File: src/rtl/imm_encoder.sv
// imm_encoder: inserts an immediate into the immediate fields of a base RV64
// instruction word (I/S/B/U/J formats). It checks that the immediate is
// representable and aligned, and streams results through a two-stage
// valid/ready pipeline.
// Optional feature macro: IMM_ENCODER_STATS_EN adds saturating ok/error
// transfer counters (stat_ok, stat_err).
//
// Handshake: a beat transfers on any edge where valid && ready. A producer
// holds valid and its payload until the transfer. in_ready never depends on
// in_valid, so there is no combinational path from in_valid to out_valid.
module imm_encoder #(
  parameter int CNT_W = 16
) (
  input  logic             clk,
  input  logic             rst,
  input  logic             in_valid,
  output logic             in_ready,
  input  logic [2:0]       in_fmt,
  input  logic [63:0]      in_imm,
  input  logic [31:0]      in_base,
  output logic             out_valid,
  input  logic             out_ready,
  output logic [31:0]      out_instr,
  output logic             out_err,
  output logic [1:0]       out_err_code
`ifdef IMM_ENCODER_STATS_EN
  ,
  output logic [CNT_W-1:0] stat_ok,
  output logic [CNT_W-1:0] stat_err
`endif
);

  localparam logic [2:0] FMT_I = 3'b000;
  localparam logic [2:0] FMT_S = 3'b001;
  localparam logic [2:0] FMT_B = 3'b010;
  localparam logic [2:0] FMT_U = 3'b011;
  localparam logic [2:0] FMT_J = 3'b100;

  localparam logic [1:0] ERR_OK    = 2'b00;
  localparam logic [1:0] ERR_RANGE = 2'b01;
  localparam logic [1:0] ERR_ALIGN = 2'b10;
  localparam logic [1:0] ERR_FMT   = 2'b11;

  // Stage 1 holds the finished word and its check result. Encoding is done
  // on the way into S1, so S2 is a plain output register.
  logic        s1_valid_q, s1_valid_d;
  logic [31:0] s1_instr_q, s1_instr_d;
  logic [1:0]  s1_code_q,  s1_code_d;

  logic        out_valid_q, out_valid_d;
  logic [31:0] out_instr_q, out_instr_d;
  logic [1:0]  out_code_q,  out_code_d;

  logic in_xfer, out_xfer, s1_adv;
  logic range_ok, align_ok, fmt_ok;
  logic [31:0] enc_instr;

  assign out_xfer = out_valid_q && out_ready;
  assign s1_adv   = s1_valid_q && (!out_valid_q || out_ready);
  assign in_ready = !rst && (!s1_valid_q || s1_adv);
  assign in_xfer  = in_valid && in_ready;

  // Range/alignment checks and field placement for the incoming request.
  always_comb begin
    range_ok  = 1'b1;
    align_ok  = 1'b1;
    fmt_ok    = 1'b1;
    enc_instr = in_base;
    case (in_fmt)
      FMT_I: begin
        range_ok         = (&in_imm[63:11]) || !(|in_imm[63:11]);
        enc_instr[31:20] = in_imm[11:0];
      end
      FMT_S: begin
        range_ok         = (&in_imm[63:11]) || !(|in_imm[63:11]);
        enc_instr[31:25] = in_imm[11:5];
        enc_instr[11:7]  = in_imm[4:0];
      end
      FMT_B: begin
        range_ok         = (&in_imm[63:12]) || !(|in_imm[63:12]);
        align_ok         = !in_imm[0];
        enc_instr[31]    = in_imm[12];
        enc_instr[30:25] = in_imm[10:5];
        enc_instr[11:8]  = in_imm[4:1];
        enc_instr[7]     = in_imm[11];
      end
      FMT_U: begin
        // Upper 20 bits are the field; anything below bit 44 is unencodable.
        align_ok         = !(|in_imm[43:0]);
        enc_instr[31:12] = in_imm[63:44];
      end
      FMT_J: begin
        range_ok         = (&in_imm[63:20]) || !(|in_imm[63:20]);
        align_ok         = !in_imm[0];
        enc_instr[31]    = in_imm[20];
        enc_instr[30:21] = in_imm[10:1];
        enc_instr[20]    = in_imm[11];
        enc_instr[19:12] = in_imm[19:12];
      end
      default: fmt_ok = 1'b0;
    endcase
  end

  // S1 next state: load on input transfer, empty when advancing without refill.
  always_comb begin
    s1_valid_d = s1_valid_q;
    s1_instr_d = s1_instr_q;
    s1_code_d  = s1_code_q;
    if (in_xfer) begin
      s1_valid_d = 1'b1;
      if (!fmt_ok) begin
        s1_code_d  = ERR_FMT;
        s1_instr_d = in_base;
      end else if (!align_ok) begin
        s1_code_d  = ERR_ALIGN;
        s1_instr_d = in_base;
      end else if (!range_ok) begin
        s1_code_d  = ERR_RANGE;
        s1_instr_d = in_base;
      end else begin
        s1_code_d  = ERR_OK;
        s1_instr_d = enc_instr;
      end
    end else if (s1_adv) begin
      s1_valid_d = 1'b0;
    end
  end

  // S2 next state: take S1 when it advances, empty after an unrefilled transfer.
  always_comb begin
    out_valid_d = out_valid_q;
    out_instr_d = out_instr_q;
    out_code_d  = out_code_q;
    if (s1_adv) begin
      out_valid_d = 1'b1;
      out_instr_d = s1_instr_q;
      out_code_d  = s1_code_q;
    end else if (out_xfer) begin
      out_valid_d = 1'b0;
    end
  end

  // Pipeline registers; reset drops every in-flight request.
  always_ff @(posedge clk) begin
    if (rst) begin
      s1_valid_q  <= 1'b0;
      s1_instr_q  <= '0;
      s1_code_q   <= ERR_OK;
      out_valid_q <= 1'b0;
      out_instr_q <= '0;
      out_code_q  <= ERR_OK;
    end else begin
      s1_valid_q  <= s1_valid_d;
      s1_instr_q  <= s1_instr_d;
      s1_code_q   <= s1_code_d;
      out_valid_q <= out_valid_d;
      out_instr_q <= out_instr_d;
      out_code_q  <= out_code_d;
    end
  end

  assign out_valid    = out_valid_q;
  assign out_instr    = out_instr_q;
  assign out_err_code = out_code_q;
  assign out_err      = (out_code_q != ERR_OK);

`ifdef IMM_ENCODER_STATS_EN
  logic [CNT_W-1:0] stat_ok_q, stat_ok_d;
  logic [CNT_W-1:0] stat_err_q, stat_err_d;

  // Saturating counters of ok / error output transfers.
  always_comb begin
    stat_ok_d  = stat_ok_q;
    stat_err_d = stat_err_q;
    if (out_xfer && !out_err && !(&stat_ok_q))
      stat_ok_d = stat_ok_q + 1'b1;
    if (out_xfer && out_err && !(&stat_err_q))
      stat_err_d = stat_err_q + 1'b1;
  end

  // Counter registers, cleared by reset.
  always_ff @(posedge clk) begin
    if (rst) begin
      stat_ok_q  <= '0;
      stat_err_q <= '0;
    end else begin
      stat_ok_q  <= stat_ok_d;
      stat_err_q <= stat_err_d;
    end
  end

  assign stat_ok  = stat_ok_q;
  assign stat_err = stat_err_q;
`endif

endmodule

File: config.mk
export PLATFORM = sky130hd
export DESIGN_NAME = imm_encoder
export DESIGN_NICKNAME = d
export VERILOG_FILES = /design/src/rtl/imm_encoder.sv
export SDC_FILE = /design/constraint.sdc
export NUM_CORES = 1
export LEC_CHECK = 0
export CAP_MARGIN = 20
export CORE_MARGIN = 2
export CORE_UTILIZATION = 47
export DETAILED_ROUTE_END_ITERATION = 8
export GPL_TIMING_DRIVEN = 0
export PLACE_DENSITY_LB_ADDON = 0.15
export SYNTH_ARGS = -nofsm -noshare
export SYNTH_HDL_FRONTEND = slang
export SYNTH_SLANG_ARGS = --single-unit
export TNS_END_PERCENT = 20
File: constraint.sdc
create_clock -name clk -period 5 [get_ports clk]
set_input_delay 1 -clock clk [delete_from_list [all_inputs] [get_ports clk]]
set_output_delay 1 -clock clk [all_outputs]
set_load 0.005 [all_outputs]
==> flow_metrics.py <==
metrics = {
    "status": {
        "status": "completed",
    },
    "logic_synthesis": {
        "netlist.area_leader.share_pct": 41.1,
        "synth_top_cell_by_area": "sky130_fd_sc_hd__dfxtp_1",
        "unique_cell_type_count_in_the_yosys_netlist": 44,
        "synth.ff_latch_count": 70,
        "synth-warning-count": 0,
        "netlist_top_cells_area": "sky130_fd_sc_hd__dfxtp_1, sky130_fd_sc_hd__nand2_1, sky130_fd_sc_hd__a21oi_1",
        "syn_area_um2": 3410,
        "seq_area_frac_synth_pct": 41.1,
        "synth.avg_cell_area_um2": 7.99,
        "synth_nets": 530,
        "syn-instance-count": 427,
    },
    "route": {
        "drt.antenna.violating_nets": 0,
        "route.met2.wl_um": 5360,
        "met1Wirelength_um": 4480,
        "dr.max_layer_used": "met4",
        "via_count": 3775,
        "drc": 0,
        "routed_wire_length_per_instance_um": 16.0,
        "detailedRoute.firstPassIterationCount": 5,
        "postRouteWirelength_um": 10900,
        "first_iter_violations": 229,
        "routed_via_density": 5.56,
        "route.met3.wl_um": 761,
    },
    "critical_path": {
        "critical_path_fanouts_max": 10,
        "cp.arrival_ps": 3660,
        "cp.required_ps": 5210,
        "critPathCaptureType": "flip-flop",
        "setup.worst_path.class": "input pin to flip-flop",
        "setup.worst_path.start_class": "input pin",
    },
    "sta": {
        "post_route_clock_period_utilization_pct": 69.0,
        "rsz0062_at_grt": "false",
        "timing.max_slew.rel_slack_pct": 44.8,
        "fin_crit_ps": 3450,
        "finalClockSkew_ps": 8.91,
        "finalSetupViolCount": 0,
        "tightestPinTransition_ps": 823,
        "timing.fmax_mhz": 290,
        "tns_ps": 0,
        "timing_hold_violations_final": 0,
        "fin_worst_hold_slack_ps": 456,
        "slew_viol_final": 0,
    },
    "clocking": {
        "postCtsSetupRepairBufs": 0,
        "clock_tree_from_tritoncts": "done",
        "worst_skew_pair.late_latency_ps": 340,
        "clock-sinks": 70,
        "cts.reportedPaths.clkPinSlew_ps": 80,
        "cts_buffers": 9,
        "cts-resized-gates": 0,
        "ctsHtreeMaxLevel": 3,
        "clock_tree.buffer_depth": 2,
        "ctsHoldBuffers": 0,
        "cts.root.buffer_cell": "sky130_fd_sc_hd__clkbuf_8",
    },
    "worst_hold_path": {
        "hold_path.class": "flip-flop to flip-flop",
    },
    "place": {
        "place_area_um2": 4910,
        "finalWeightedCongestion": 0.874,
        "hpwl_um": 8590,
        "dpl.cell_count": 663,
        "portBuffers": 137,
    },
    "layout": {
        "fin_area_um2": 5130,
        "areaGrowthSynthToFinish_pct": 50.3,
        "fin_cells": 679,
        "nFillCells": 593,
        "drive_gt1_share_pct": 5.52,
        "diodes": 0,
        "nets": 678,
    },
    "global_routing": {
        "globalRouteOverflowTotal": 0,
        "grt_max_degree": 14,
        "track_usage_pct": 27.1,
        "first_global_vias": 3543,
        "antenna_found_initial": 0,
        "grt_pass1_wl_um": 16400,
    },
    "power": {
        "leakage_nw": 1.78,
        "total_power_mw": 1.37,
        "pwr_density_cell_nw_per_um2": 268,
        "power.ir.vdd_worst_mv": 0.146,
    },
    "die": {
        "dieArea_um2": 7950,
        "chipHeight_um": 89.2,
        "floorplan.initialDensity_pct": 47.8,
        "boundaryPins": 140,
        "die-width_um": 89.2,
        "core-area_um2": 7140,
        "placement_rows": 31,
    },
    "flow_run": {
        "cap_viol_max_count": 0,
    },
}
[stage by stage]
step	util, %	setup WS (ps)
2_1_floorplan	-	2040
3_3_place_gp	68.7	1240
3_5_place_dp	68.7	1200
4_1_cts	71.8	1560
5_1_grt	71.8	1350
6_report	71.8	1550
[logic make-up after synthesis]
family                    synth area share (%)
AOI/OAI and AO/OA                         21.8
xor gates and xnor gates                 0.257
buffers and inverters                     4.15
DFF                                       41.1
muxes                                     5.58
and+or+nand+nor                           27.2
[final timing paths]
check | endpoint | cells after the start | from | slack [ps]
max reg2reg | s1_instr_q[16] | 7 | out_valid | 2820
max | s1_instr_q[29] | 9 | in_imm[20] | 1550
min reg2reg | out_instr[6] | 2 | s1_instr_q[6] | 460
min | out_instr[6] | 2 | s1_instr_q[6] | 460
[flip-flops by register name, indices dropped and copies added (netlist names)]
name / cells
s1_valid_q: 1
out_err_code: 2
s1_instr_q: 32
s1_code_q: 2
out_instr: 32
out_valid: 1
[final cells by class]
type	count	area [µm²]	area share (%)
multi-input cells	323	1870	36.4
flip-flops and latches	70	1400	27.3
clock inverters	6	93.8	1.83
clock buffers	10	128	2.49
repair buffers	137	1370	26.7
plain buffers	27	115	2.24
inverters	7	26.3	0.512
well taps	99	124	2.42
[per-layer routing]
| layer | global-route usage (%) | vias up |
|---|---|---|
| met4 | 9.50 | 0 |
| met3 | 6.93 | 22 |
| met1 | 32.6 | 1758 |
| met5 | 0 | - |
| li1 | - | 1844 |
| met2 | 46.9 | 151 |
[cells in the final DEF, fill, tap and decap left out, types with 2 or more instances in the layout]
master                            synthesis  final
sky130_fd_sc_hd__a211oi_1                 3      3
sky130_fd_sc_hd__a21oi_1                 42     42
sky130_fd_sc_hd__a22o_1                   6      6
sky130_fd_sc_hd__a22oi_1                 10     10
sky130_fd_sc_hd__a32o_1                   5      5
sky130_fd_sc_hd__buf_1                    2      2
sky130_fd_sc_hd__buf_2                    2      2
sky130_fd_sc_hd__bufinv_16                0      2
sky130_fd_sc_hd__clkbuf_1                21     22
sky130_fd_sc_hd__clkbuf_8                 0      9
sky130_fd_sc_hd__clkdlybuf4s50_1          0    137
sky130_fd_sc_hd__dfxtp_1                 70     70
sky130_fd_sc_hd__inv_1                    7      7
sky130_fd_sc_hd__inv_6                    0      2
sky130_fd_sc_hd__mux2i_1                 19     19
sky130_fd_sc_hd__nand2_1                116    116
sky130_fd_sc_hd__nand2b_1                 2      2
sky130_fd_sc_hd__nand3b_1                10     10
sky130_fd_sc_hd__nand4_1                 16     16
sky130_fd_sc_hd__nor2_1                  13     13
sky130_fd_sc_hd__nor2b_1                  3      3
sky130_fd_sc_hd__nor3_1                   6      6
sky130_fd_sc_hd__nor4_1                  15     15
sky130_fd_sc_hd__nor4_2                   4      4
sky130_fd_sc_hd__o211ai_1                 2      2
sky130_fd_sc_hd__o21ai_0                 11     11
sky130_fd_sc_hd__o21ai_1                 11     11
sky130_fd_sc_hd__o221ai_1                 6      6
sky130_fd_sc_hd__o22ai_1                  3      3
sky130_fd_sc_hd__or2_2                    3      3
sky130_fd_sc_hd__or3b_1                   2      2
[where the power goes]
part           leakage (nW)  total [mW]  switching, mW  internal, mW
combinational          1.09       0.257          0.119         0.138
sequential            0.574       0.610         0.0192         0.591
clock                 0.107       0.506          0.221         0.285
total                  1.78        1.37          0.359          1.01
[Yosys cell counts]
| master | n |
|---|---|
| sky130_fd_sc_hd__buf_6 | 1 |
| sky130_fd_sc_hd__a211oi_1 | 3 |
| sky130_fd_sc_hd__a21o_1 | 1 |
| sky130_fd_sc_hd__nor2_1 | 13 |
| sky130_fd_sc_hd__buf_2 | 2 |
| sky130_fd_sc_hd__o41ai_2 | 1 |
| sky130_fd_sc_hd__a21boi_0 | 1 |
| sky130_fd_sc_hd__a2111oi_4 | 1 |
| sky130_fd_sc_hd__or2_2 | 3 |
| sky130_fd_sc_hd__nor4_1 | 15 |
| sky130_fd_sc_hd__nand2_1 | 116 |
| sky130_fd_sc_hd__o21ai_1 | 11 |
| sky130_fd_sc_hd__o211ai_1 | 2 |
| sky130_fd_sc_hd__or3b_1 | 2 |
| sky130_fd_sc_hd__a32o_1 | 5 |
| sky130_fd_sc_hd__a22o_1 | 6 |
| sky130_fd_sc_hd__nand2_2 | 1 |
| sky130_fd_sc_hd__o2111ai_1 | 1 |
| sky130_fd_sc_hd__o221ai_1 | 6 |
| sky130_fd_sc_hd__mux2i_1 | 19 |
| sky130_fd_sc_hd__and3b_1 | 1 |
| sky130_fd_sc_hd__a21oi_1 | 42 |
| sky130_fd_sc_hd__nand3b_1 | 10 |
| sky130_fd_sc_hd__o311ai_2 | 1 |
| sky130_fd_sc_hd__xnor2_1 | 1 |
| sky130_fd_sc_hd__buf_1 | 2 |
| sky130_fd_sc_hd__clkbuf_1 | 21 |
| sky130_fd_sc_hd__o31ai_1 | 1 |
| sky130_fd_sc_hd__nor4_2 | 4 |
| sky130_fd_sc_hd__buf_4 | 1 |
| sky130_fd_sc_hd__o22ai_1 | 3 |
| sky130_fd_sc_hd__dfxtp_1 | 70 |
| sky130_fd_sc_hd__o22a_1 | 1 |
| sky130_fd_sc_hd__nand4_1 | 16 |
| sky130_fd_sc_hd__nor3_1 | 6 |
| sky130_fd_sc_hd__nand3_1 | 1 |
| sky130_fd_sc_hd__inv_1 | 7 |
| sky130_fd_sc_hd__a22oi_1 | 10 |
| sky130_fd_sc_hd__nand2b_1 | 2 |
| sky130_fd_sc_hd__a21oi_4 | 1 |
| sky130_fd_sc_hd__nor2b_1 | 3 |
| sky130_fd_sc_hd__o21ai_0 | 11 |
| sky130_fd_sc_hd__a21boi_4 | 1 |
| sky130_fd_sc_hd__and2_1 | 1 |
[worst max-delay path, cell delays in order]
cell,delay (ps)
sky130_fd_sc_hd__clkdlybuf4s50_1,490
sky130_fd_sc_hd__nor4_2,280
sky130_fd_sc_hd__nand4_1,250
sky130_fd_sc_hd__o41ai_2,420
sky130_fd_sc_hd__o311ai_2,240
sky130_fd_sc_hd__a21oi_4,410
sky130_fd_sc_hd__buf_6,220
sky130_fd_sc_hd__mux2i_1,260
sky130_fd_sc_hd__o21ai_1,80
Power figures use the tool's default switching activity.
